### src/rtl/mem_router.sv
// mem_router: routes one CPU memory request at a time to port 0 or port 1 by word-index range.
// Build option MEM_ROUTER_ALIGN_CHECK_EN rejects misaligned half/word requests before decode.

`ifndef ADDR_W
`define ADDR_W 32
`endif
`ifndef WORD_W
`define WORD_W 32
`endif
`ifndef MEM_COUNT_W
`define MEM_COUNT_W 2
`define MEM_COUNT_NONE 2'd0
`define MEM_COUNT_BYTE 2'd1
`define MEM_COUNT_HALF 2'd2
`define MEM_COUNT_WORD 2'd3
`endif
`ifndef MEM_CODE_W
`define MEM_CODE_W 3
`define MEM_CODE_INVALID 3'd0
`define MEM_CODE_READ 3'd1
`define MEM_CODE_WRITE 3'd2
`define MEM_CODE_MISALIGNED 3'd3
`define MEM_CODE_FAULT 3'd4
`endif

module mem_router #(
  parameter int unsigned P0_ADDR_START = 0,
  parameter int unsigned P0_ADDR_END   = 1,
  parameter int unsigned P1_ADDR_START = 1,
  parameter int unsigned P1_ADDR_END   = 2
) (
  input  logic                    clk,
  input  logic                    aresetn,
  input  logic [`ADDR_W-1:0]      i_req_addr,
  input  logic [`MEM_COUNT_W-1:0] i_req_count,
  input  logic [`WORD_W-1:0]      i_req_wr_data,
  output logic                    o_ready,
  output logic                    o_res_valid,
  output logic [`WORD_W-1:0]      o_res_rd_data,
  output logic [`MEM_CODE_W-1:0]  o_res_code,
  output logic [`ADDR_W-1:0]      o_p0_req_addr,
  output logic [`MEM_COUNT_W-1:0] o_p0_req_count,
  output logic [`WORD_W-1:0]      o_p0_req_wr_data,
  input  logic [`WORD_W-1:0]      i_p0_res_rd_data,
  input  logic [`MEM_CODE_W-1:0]  i_p0_res_code,
  output logic [`ADDR_W-1:0]      o_p1_req_addr,
  output logic [`MEM_COUNT_W-1:0] o_p1_req_count,
  output logic [`WORD_W-1:0]      o_p1_req_wr_data,
  input  logic [`WORD_W-1:0]      i_p1_res_rd_data,
  input  logic [`MEM_CODE_W-1:0]  i_p1_res_code
);

  typedef enum logic [1:0] {IDLE, ISSUE, WAIT, RESP} state_t;

  localparam logic [`ADDR_W-1:0] P0_LO   = `ADDR_W'(P0_ADDR_START);
  localparam logic [`ADDR_W-1:0] P0_HI   = `ADDR_W'(P0_ADDR_END);
  localparam logic [`ADDR_W-1:0] P1_LO   = `ADDR_W'(P1_ADDR_START);
  localparam logic [`ADDR_W-1:0] P1_HI   = `ADDR_W'(P1_ADDR_END);
  localparam logic [`ADDR_W-1:0] P0_SPAN = (P0_HI > P0_LO) ? P0_HI - P0_LO : '0;
  localparam logic [`ADDR_W-1:0] P1_SPAN = (P1_HI > P1_LO) ? P1_HI - P1_LO : '0;
  localparam logic [`ADDR_W-1:0] P0_BASE = P0_LO << 2;
  localparam logic [`ADDR_W-1:0] P1_BASE = P1_LO << 2;

  state_t             state;
  logic               sel_p1;
  logic [`ADDR_W-1:0] word_idx;
  logic               p0_hit;
  logic               p1_hit;
  logic               misaligned;

  // Range test as unsigned offset < span, which covers both bounds in one compare.
  always_comb begin
    word_idx = {2'b00, i_req_addr[`ADDR_W-1:2]};
    p0_hit   = (word_idx - P0_LO) < P0_SPAN;
    p1_hit   = (word_idx - P1_LO) < P1_SPAN;
`ifdef MEM_ROUTER_ALIGN_CHECK_EN
    misaligned = ((i_req_count == `MEM_COUNT_HALF) && i_req_addr[0]) ||
                 ((i_req_count == `MEM_COUNT_WORD) && (i_req_addr[1:0] != 2'b00));
`else
    misaligned = 1'b0;
`endif
  end

  // The port request registers double as the accepted-request latch.
  always_ff @(posedge clk or negedge aresetn) begin
    if (!aresetn) begin
      state            <= IDLE;
      sel_p1           <= 1'b0;
      o_ready          <= 1'b1;
      o_res_valid      <= 1'b0;
      o_res_rd_data    <= '0;
      o_res_code       <= `MEM_CODE_INVALID;
      o_p0_req_addr    <= '0;
      o_p0_req_count   <= `MEM_COUNT_NONE;
      o_p0_req_wr_data <= '0;
      o_p1_req_addr    <= '0;
      o_p1_req_count   <= `MEM_COUNT_NONE;
      o_p1_req_wr_data <= '0;
    end else begin
      case (state)
        IDLE: begin
          if (i_req_count != `MEM_COUNT_NONE) begin
            o_ready <= 1'b0;
            if (misaligned) begin
              state         <= RESP;
              o_res_valid   <= 1'b1;
              o_res_rd_data <= '0;
              o_res_code    <= `MEM_CODE_MISALIGNED;
            end else if (p0_hit) begin
              state            <= ISSUE;
              sel_p1           <= 1'b0;
              o_p0_req_count   <= i_req_count;
              o_p0_req_addr    <= i_req_addr - P0_BASE;
              o_p0_req_wr_data <= i_req_wr_data;
            end else if (p1_hit) begin
              state            <= ISSUE;
              sel_p1           <= 1'b1;
              o_p1_req_count   <= i_req_count;
              o_p1_req_addr    <= i_req_addr - P1_BASE;
              o_p1_req_wr_data <= i_req_wr_data;
            end else begin
              state         <= RESP;
              o_res_valid   <= 1'b1;
              o_res_rd_data <= '0;
              o_res_code    <= `MEM_CODE_INVALID;
            end
          end
        end
        ISSUE: begin
          state          <= WAIT;
          o_p0_req_count <= `MEM_COUNT_NONE;
          o_p1_req_count <= `MEM_COUNT_NONE;
        end
        WAIT: begin
          state         <= RESP;
          o_res_valid   <= 1'b1;
          o_res_rd_data <= sel_p1 ? i_p1_res_rd_data : i_p0_res_rd_data;
          o_res_code    <= sel_p1 ? i_p1_res_code : i_p0_res_code;
        end
        RESP: begin
          state       <= IDLE;
          o_res_valid <= 1'b0;
          o_ready     <= 1'b1;
        end
        default: begin
          state       <= IDLE;
          o_res_valid <= 1'b0;
          o_ready     <= 1'b1;
        end
      endcase
    end
  end

endmodule

### config.mk
export PLATFORM = sky130hd
export DESIGN_NAME = mem_router
export DESIGN_NICKNAME = d
export VERILOG_FILES = /design/src/rtl/mem_router.sv
export SDC_FILE = /design/constraint.sdc
export NUM_CORES = 1
export LEC_CHECK = 0
export ABC_AREA = 1
export BUFFER_PORTS_ARGS = -buffer_cell sky130_fd_sc_hd__buf_2
export CORE_ASPECT_RATIO = 0.7
export CORE_MARGIN = 8
export CORE_UTILIZATION = 44
export DETAILED_ROUTE_END_ITERATION = 6
export PLACE_DENSITY = 0.76
export SETUP_SLACK_MARGIN = 0.4
export SYNTH_ARGS = -nofsm -noshare
export SYNTH_HDL_FRONTEND = slang
export SYNTH_SLANG_ARGS = --single-unit
export TNS_END_PERCENT = 10
### constraint.sdc
create_clock -name clk -period 1.85 [get_ports clk]
set_input_delay 0.2775 -clock clk [delete_from_list [all_inputs] [get_ports clk]]
set_output_delay 0.2775 -clock clk [all_outputs]
set_load 0.1 [all_outputs]
==> Implementation_results.wiki, run 1 <==
{| class="wikitable"
! Metric !! Value
|-
| Cell variety after synth || 31
|-
| Final weighted congestion of routability-driven global placement || 0.8744
|-
| WS Path Type || input pin to flop
|-
| Number of antenna-violating nets in the routed design || 0
|-
| Number of flops mapped to enable cells by yosys || 0
|-
| Number of antenna violations at the first check in global routing || 1
|-
| Ys flop type || sky130_fd_sc_hd__dfrtp_1
|-
| Required time reported for the critical path endpoint || 2210 ps
|-
| Maximum buffer depth of the clock tree || 2
|-
| Number of CTS-inserted buffers || 17
|-
| Data arrival at the endpoint of the critical path || 2290 ps
|-
| Clock network latency to the later pin of the worst-skew pair || 420 ps
|-
| Detailed-placement wirelength estimate || 18.50 mm
|-
| Number of I/O port buffers || 306
|-
| Violated checks || negative setup slack
|-
| Max Clock Freq || 517.6 MHz
|-
| GR peak layer || met2
|-
| Die span in x || 175.4 um
|-
| Clock period minus final worst setup slack || 1932 ps
|-
| Initial cell density of the core || 45.30%
|-
| Wire length per cell || 16.94 um
|-
| Via count of the routed design || 7947
|-
| Clk slew on worst S/H paths || 70 ps
|-
| Yosys synthesis warning count || 0
|-
| Final core utilization || 71.22%
|-
| Die boundary height || 127.5 um
|-
| Nature of the critical path endpoint || flop
|-
| Cell types occupying the most area after synthesis || sky130_fd_sc_hd__dfrtp_1, sky130_fd_sc_hd__nand2_1, sky130_fd_sc_hd__inv_1
|-
| Layout cell share with drive strength beyond 1 || 43.51%
|-
| Skew final || 16.28 ps
|-
| First-pass DRT Iterations || 5
|-
| Final critical-path setup slack || -81.84 ps
|-
| Unrepaired setup endpoints after global routing || true
|-
| Post-synth ARST share || 100.0%
|-
| Number of global-route vias before repair || 8047
|-
| Final Slew Violations || 0
|-
| Met1 Usage GRT || 28.13%
|-
| GR Util met2 || 38.32%
|-
| Die Footprint || 22370 um^2
|-
| IO Count || 307
|-
| Cell type contributing the most total cell area after synthesis || sky130_fd_sc_hd__dfrtp_1
|-
| Nets@finish || 1511
|-
| Ant. Diodes || 0
|-
| Leak || 6.833 nW
|-
| Outcome || finished, violations left
|-
| Setup Viol. Count Final || 51
|-
| Fillcell total || 1308
|-
| Area added between synthesis and finish || 57.22%
|-
| Total track usage || 23.36%
|-
| Syn avg cell area || 7.973 um^2
|-
| Final critical-path share of the clock period || 104.4%
|-
| Iter 0 DRT Violations || 528
|-
| Number of max-capacitance violations reported || 0
|-
| Sum of overflow across all layers after global routing || 0
|-
| Tightest Pin Transition || 479.1 ps
|-
| Htree depth || 4
|-
| Biggest fanout along the worst timing path || 7
|-
| IR Drop Worst-Case VDD || 0.001194 V
|-
| Library cell used as clock root buffer || sky130_fd_sc_hd__clkbuf_16
|-
| Aggregate routed wire length || 27.28 mm
|-
| Sequential area share after synthesis || 55.05%
|-
| DRC violations left || 0
|-
| Library cell with the highest instance count after synthesis || sky130_fd_sc_hd__nand2_1
|-
| Final Hold Fails || 0
|-
| Count of standard-cell rows || 40
|-
| TritonCTS clock tree || built
|-
| Vias per std cell || 4.936
|-
| Pin count of the biggest net entering global routing || 71
|-
| Synthesized cell area || 7821 um^2
|-
| Post-route total power || 0.01433 W
|-
| Top cells by instance count after synthesis || sky130_fd_sc_hd__nand2_1, sky130_fd_sc_hd__dfrtp_1, sky130_fd_sc_hd__inv_1, sky130_fd_sc_hd__nor2_1, sky130_fd_sc_hd__nand3_1
|-
| Number of register bits inferred by synthesis || 172
|-
| Power per Cell Area || 1165 nW/um^2
|-
| Clock sinks || 172
|-
| Wire length of the first global-routing pass || 42.02 mm
|-
| Syn Inst Count || 981
|-
| Worst min-delay path category || input pin to flop
|-
| Global routing met3 resource utilization || 9.241%
|-
| Core ar. || 17270 um^2
|-
| Nature of the critical path startpoint || input pin
|-
| Portion of synthesized cell area occupied by the leading cell type || 54.71%
|-
| Normalized max-slew margin || 68.06%
|-
| Net count of the mapped netlist || 1125
|}
-- path summary, 6_finish.rpt --
check	start	end	slack [ps]	cells after the start
max in group asynchronous	aresetn	o_res_rd_data[27]	780	3
setup reg to reg	state[0]	o_p1_req_wr_data[23]	0	10
hold / removal	i_req_wr_data[18]	o_p1_req_wr_data[18]	110	3
setup / recovery	i_req_addr[3]	o_res_rd_data[20]	-80	20
min in group asynchronous	aresetn	o_p0_req_addr[23]	370	2
hold reg to reg	o_p1_req_addr[21]	o_p1_req_addr[21]	470	2
-- worst max-delay path, cell delays in order --
cell	delay [ps]
sky130_fd_sc_hd__buf_12	120
sky130_fd_sc_hd__inv_16	50
sky130_fd_sc_hd__ha_4	160
sky130_fd_sc_hd__nand2_4	80
sky130_fd_sc_hd__nor2_8	160
sky130_fd_sc_hd__nand2_4	70
sky130_fd_sc_hd__nand2_2	70
sky130_fd_sc_hd__nand2_2	60
sky130_fd_sc_hd__nor2_1	100
sky130_fd_sc_hd__nand2_1	60
sky130_fd_sc_hd__nor2_2	120
sky130_fd_sc_hd__nand2_2	80
sky130_fd_sc_hd__nor2_4	160
sky130_fd_sc_hd__nand2_2	80
sky130_fd_sc_hd__nand2_4	100
sky130_fd_sc_hd__buf_8	150
sky130_fd_sc_hd__buf_6	120
sky130_fd_sc_hd__buf_16	120
sky130_fd_sc_hd__nand3_2	80
sky130_fd_sc_hd__nand2_1	70
-- per-stage QoR --
step | instance area (um^2) | hold WS, ps | setup WS, ps | setup TNS (ps) | instances
floorplan | 7918 | -18.09 | -13.75 | -364.0 | 981
global placement | 10270 | 246.6 | -462.9 | -49530 | 1557
detailed placement | 10270 | 246.3 | -531.4 | -56510 | 1557
CTS | 11910 | 85.54 | -19.84 | -88.76 | 1601
global route | 12300 | 98.25 | -216.9 | -14200 | 1610
finish | 12300 | 106.6 | -81.84 | -1835 | 1610
-- layout by cell type, fill, tap and decap left out, types with 6 or more instances in the layout --
master / n
sky130_fd_sc_hd__buf_8: 7
sky130_fd_sc_hd__nor2_2: 11
sky130_fd_sc_hd__nand3_2: 14
sky130_fd_sc_hd__nor2_4: 18
sky130_fd_sc_hd__nand2_4: 13
sky130_fd_sc_hd__buf_2: 133
sky130_fd_sc_hd__buf_12: 13
sky130_fd_sc_hd__dfrtp_1: 171
sky130_fd_sc_hd__nand2_2: 74
sky130_fd_sc_hd__buf_6: 17
sky130_fd_sc_hd__clkbuf_16: 21
sky130_fd_sc_hd__o21ai_2: 14
sky130_fd_sc_hd__nor2_1: 69
sky130_fd_sc_hd__nand2_1: 245
sky130_fd_sc_hd__inv_1: 120
sky130_fd_sc_hd__o21ai_0: 6
sky130_fd_sc_hd__nand3_1: 41
sky130_fd_sc_hd__buf_4: 228
sky130_fd_sc_hd__o21ai_1: 60
sky130_fd_sc_hd__a21oi_1: 36
sky130_fd_sc_hd__nand4_1: 9
sky130_fd_sc_hd__inv_2: 6
-- area by class of cell --
| class | count | area [um^2] | share of cell area, % |
|---|---|---|---|
| flip-flops and latches | 172 | 4305 | 35.01 |
| multi-input cells | 637 | 3395 | 27.60 |
| repair buffers | 409 | 3214 | 26.14 |
| inverters | 130 | 516.7 | 4.202 |
| clock buffers | 17 | 425.4 | 3.460 |
| well taps | 231 | 289.0 | 2.350 |
| clock inverters | 14 | 151.4 | 1.231 |
-- sequential cells by signal, indices dropped and copies added (netlist names) --
register and cells:
o_res_code 3, state 2, o_p1_req_addr 32, o_res_rd_data 32, o_p1_req_count 2, o_p0_req_count 2, o_p1_req_wr_data 32, o_res_valid 1
sel_p1 1, o_p0_req_wr_data 32, o_p0_req_addr 32, o_ready 1
-- cells by family after synthesis --
logic type,Yosys count,synth area share (%)
fa+ha+maj,6,0.9598
compound gates,120,7.839
simple gates,503,26.35
flops,172,55.05
buf+inv,172,8.911
xor+xnor,8,0.8958
-- per-layer routing --
layer  wire (um)  part of all wire (%)
met1       10940                    40
met2       13030                    48
met5          13                 0.048
met4         459                   1.7
met3        2834                    10
-- where the power goes --
part	internal, W	switching [W]	leakage, nW	total (W)
Combinational	0.00179	0.00459	4.34	0.00638
Sequential	0.00416	0.000267	2.21	0.00443
Clock	0.00191	0.00162	0.281	0.00352
-- what timing repair did --
action	in CTS	in global routing
resized for setup	349	64
pin swaps	81	39
setup endpoints to repair	339	180
setup buffers	7	5
hold endpoints to repair	41	0
hold buffers	1	0
cloned	5	4
Note: power is estimated with default switching activity, not from simulation.
==> run 2: changes to the inputs <==
--- a/config.mk
+++ b/config.mk
@@ -8,10 +8,9 @@
 export ABC_AREA = 1
 export BUFFER_PORTS_ARGS = -buffer_cell sky130_fd_sc_hd__buf_2
 export CORE_ASPECT_RATIO = 0.7
-export CORE_MARGIN = 8
 export CORE_UTILIZATION = 44
 export DETAILED_ROUTE_END_ITERATION = 6
-export PLACE_DENSITY = 0.76
+export PLACE_DENSITY = 0.75
 export SETUP_SLACK_MARGIN = 0.4
 export SYNTH_ARGS = -nofsm -noshare
 export SYNTH_HDL_FRONTEND = slang
==> Implementation_results.wiki, run 2 (synthesized netlist as in run 1, its figures left out) <==
{| class="wikitable"
! Metric !! Value
|-
| Nets@finish || 1500 (was 1511)
|-
| Number of antenna-violating nets in the routed design || 0 (unchanged)
|-
| Maximum buffer depth of the clock tree || 2 (unchanged)
|-
| Nature of the critical path startpoint || input pin (unchanged)
|-
| IR Drop Worst-Case VDD || 0.001184 V (was 0.001194 V)
|-
| Sum of overflow across all layers after global routing || 0 (unchanged)
|-
| Data arrival at the endpoint of the critical path || 2180 ps (was 2290 ps)
|-
| Final Slew Violations || 0 (unchanged)
|-
| Final critical-path setup slack || -13.30 ps (was -81.84 ps)
|-
| Violated checks || negative setup slack (unchanged)
|-
| Die Footprint || 18320 um^2 (was 22370 um^2)
|-
| Layout cell share with drive strength beyond 1 || 40.25% (was 43.51%)
|-
| Die boundary height || 113.5 um (was 127.5 um)
|-
| Vias per std cell || 4.902 (was 4.936)
|-
| Required time reported for the critical path endpoint || 2170 ps (was 2210 ps)
|-
| Worst min-delay path category || input pin to flop (unchanged)
|-
| Core ar. || 17270 um^2 (unchanged)
|-
| Htree depth || 4 (unchanged)
|-
| Number of I/O port buffers || 306 (unchanged)
|-
| DRC violations left || 0 (unchanged)
|-
| Nature of the critical path endpoint || flop (unchanged)
|-
| Number of max-capacitance violations reported || 0 (unchanged)
|-
| Die span in x || 161.4 um (was 175.4 um)
|-
| Final weighted congestion of routability-driven global placement || 0.9684 (was 0.8744)
|-
| Slowest-stage cell, CP || sky130_fd_sc_hd__bufbuf_16 (was sky130_fd_sc_hd__ha_4)
|-
| Via count of the routed design || 7843 (was 7947)
|-
| First-pass DRT Iterations || 5 (unchanged)
|-
| Ant. Diodes || 0 (unchanged)
|-
| Tightest Pin Transition || 568.4 ps (was 479.1 ps)
|-
| Clk slew on worst S/H paths || 80 ps (was 70 ps)
|-
| Post-route total power || 0.01382 W (was 0.01433 W)
|-
| TritonCTS clock tree || built (unchanged)
|-
| Library cell used as clock root buffer || sky130_fd_sc_hd__clkbuf_16 (unchanged)
|-
| Clock sinks || 172 (unchanged)
|-
| Pin count of the biggest net entering global routing || 55 (was 71)
|-
| CP most frequent cell || sky130_fd_sc_hd__nand2_1 (was sky130_fd_sc_hd__nand2_2)
|-
| Wire length per cell || 15.56 um (was 16.94 um)
|-
| Setup Viol. Count Final || 5 (was 51)
|-
| Wire length of the first global-routing pass || 36.75 mm (was 42.02 mm)
|-
| Max Clock Freq || 536.7 MHz (was 517.6 MHz)
|-
| Clock network latency to the later pin of the worst-skew pair || 430 ps (was 420 ps)
|-
| Final Hold Fails || 0 (unchanged)
|-
| Summed negative setup slack over all endpoints || -40.88 ps (was -1835 ps)
|-
| Clock period minus final worst setup slack || 1863 ps (was 1932 ps)
|-
| Iter 0 DRT Violations || 560 (was 528)
|-
| Power per Cell Area || 1153 nW/um^2 (was 1165 nW/um^2)
|-
| Initial cell density of the core || 45.30% (unchanged)
|-
| IO Count || 307 (unchanged)
|-
| Commonest non-fill, non-tap cell in the layout || sky130_fd_sc_hd__nand2_1 (unchanged)
|-
| Final critical-path share of the clock period || 100.7% (was 104.4%)
|-
| Area added between synthesis and finish || 53.21% (was 57.22%)
|-
| Hold Path Stages || 3 (unchanged)
|-
| Number of antenna violations at the first check in global routing || 0 (was 1)
|-
| Commonest cells after routing, fill and taps aside || sky130_fd_sc_hd__nand2_1, sky130_fd_sc_hd__dfrtp_1, sky130_fd_sc_hd__buf_2, sky130_fd_sc_hd__inv_1, sky130_fd_sc_hd__clkbuf_4 (was sky130_fd_sc_hd__nand2_1, sky130_fd_sc_hd__buf_4, sky130_fd_sc_hd__dfrtp_1, sky130_fd_sc_hd__buf_2, sky130_fd_sc_hd__inv_1)
|-
| Detailed-placement wirelength estimate || 16.40 mm (was 18.50 mm)
|-
| WS Path Type || input pin to flop (unchanged)
|-
| Normalized max-slew margin || 62.02% (was 68.06%)
|-
| Unrepaired setup endpoints after global routing || true (unchanged)
|-
| R2R cell count || 11 (was 10)
|-
| Outcome || finished, violations left (unchanged)
|-
| Count of standard-cell rows || 40 (unchanged)
|-
| Ordered list of cells on the worst path || buf_2 > nor2_4 > buf_4 > nand3_4 > nor2_4 > nand2_1 > nand2_1 > nand2_1 > nor2_1 > nand3_1 > nor2_4 > nand3_4 > bufbuf_16 > nand2_1 > o21ai_2 (was buf_12 > inv_16 > ha_4 > nand2_4 > nor2_8 > nand2_4 > nand2_2 > nand2_2 > nor2_1 > nand2_1 > nor2_2 > nand2_2 > nor2_4 > nand2_2 > nand2_4 > buf_8 > buf_6 > buf_16 > nand3_2 > nand2_1)
|-
| Number of global-route vias before repair || 7254 (was 8047)
|-
| Highest cell delay on the worst timing path || 320 ps (was 160 ps)
|-
| Leak || 6.692 nW (was 6.833 nW)
|-
| Aggregate routed wire length || 24.90 mm (was 27.28 mm)
|-
| Total track usage || 25.71% (was 23.36%)
|-
| Skew final || 15.57 ps (was 16.28 ps)
|-
| Number of CTS-inserted buffers || 17 (unchanged)
|-
| Biggest fanout along the worst timing path || 6 (was 7)
|}
[run 2: report_power, final]
part,internal [W],switching [W],leakage [nW]
Combinational,0.00156,0.00429,4.19
Sequential,0.00416,0.000231,2.21
Clock,0.00183,0.00175,0.290
[run 2: what timing repair did]
action	CTS	global route
pin swaps	6	22
endpoints found under the setup margin	340	340
cloned	7	2
endpoints found under the hold margin	32	0
hold buffers	1	0
setup buffers	10	5
gates resized for setup	45	294
[run 2: cell type report]
| cell class | instances | area (um^2) |
|---|---|---|
| sequential | 172 | 4305 |
| timing repair buffer | 398 | 2999 |
| clock buffer | 17 | 425.4 |
| inverter | 130 | 523.0 |
| tap | 231 | 289.0 |
| multi-input combinational | 637 | 3267 |
| clock inverter | 15 | 173.9 |
| fill | 1316 | 5284 |
[run 2: critical path: cells and delay by family]
family                 cells  cell delay (ps)
buffers and inverters      3              600
AO/OA/AOI/OAI              1               60
AND/OR/NAND/NOR           11             1210
[run 2: metrics by stage]
stage               hold slack, ps  worst slack (ps)  utilization, %  instances  instance area, um^2
finish                       95.36            -13.30           69.40       1600                11980
floorplan                   -18.09            -13.75               -        981                 7918
detailed placement           233.7            -490.0           58.76       1543                10150
global route                 97.20            -133.8           69.40       1600                11980
CTS                          75.17             36.27           64.94       1593                11210
global placement             233.1            -508.9           58.76       1543                10150
[run 2: routing by layer]
metal  GRT usage [%]  wire (um)  vias up  share of wire [%]
met2           40.66      11910      312                 48
met3           7.382       1957       37                7.9
met5               0          0        -                  0
li1                -          -     3777                  -
met1           34.34      10610     3717                 43
met4           7.987        428        0                1.7
[run 2: worst paths after layout]
check / startpoint / end / slack [ps]
max in group asynchronous: aresetn / o_ready / 850
min: i_req_wr_data[23] / o_p1_req_wr_data[23] / 100
max reg2reg: state[0] / o_p0_req_wr_data[25] / 80
min reg2reg: o_p1_req_addr[6] / o_p1_req_addr[6] / 460
max: i_req_addr[6] / o_p1_req_addr[0] / -10
min in group asynchronous: aresetn / o_p0_req_addr[11] / 340
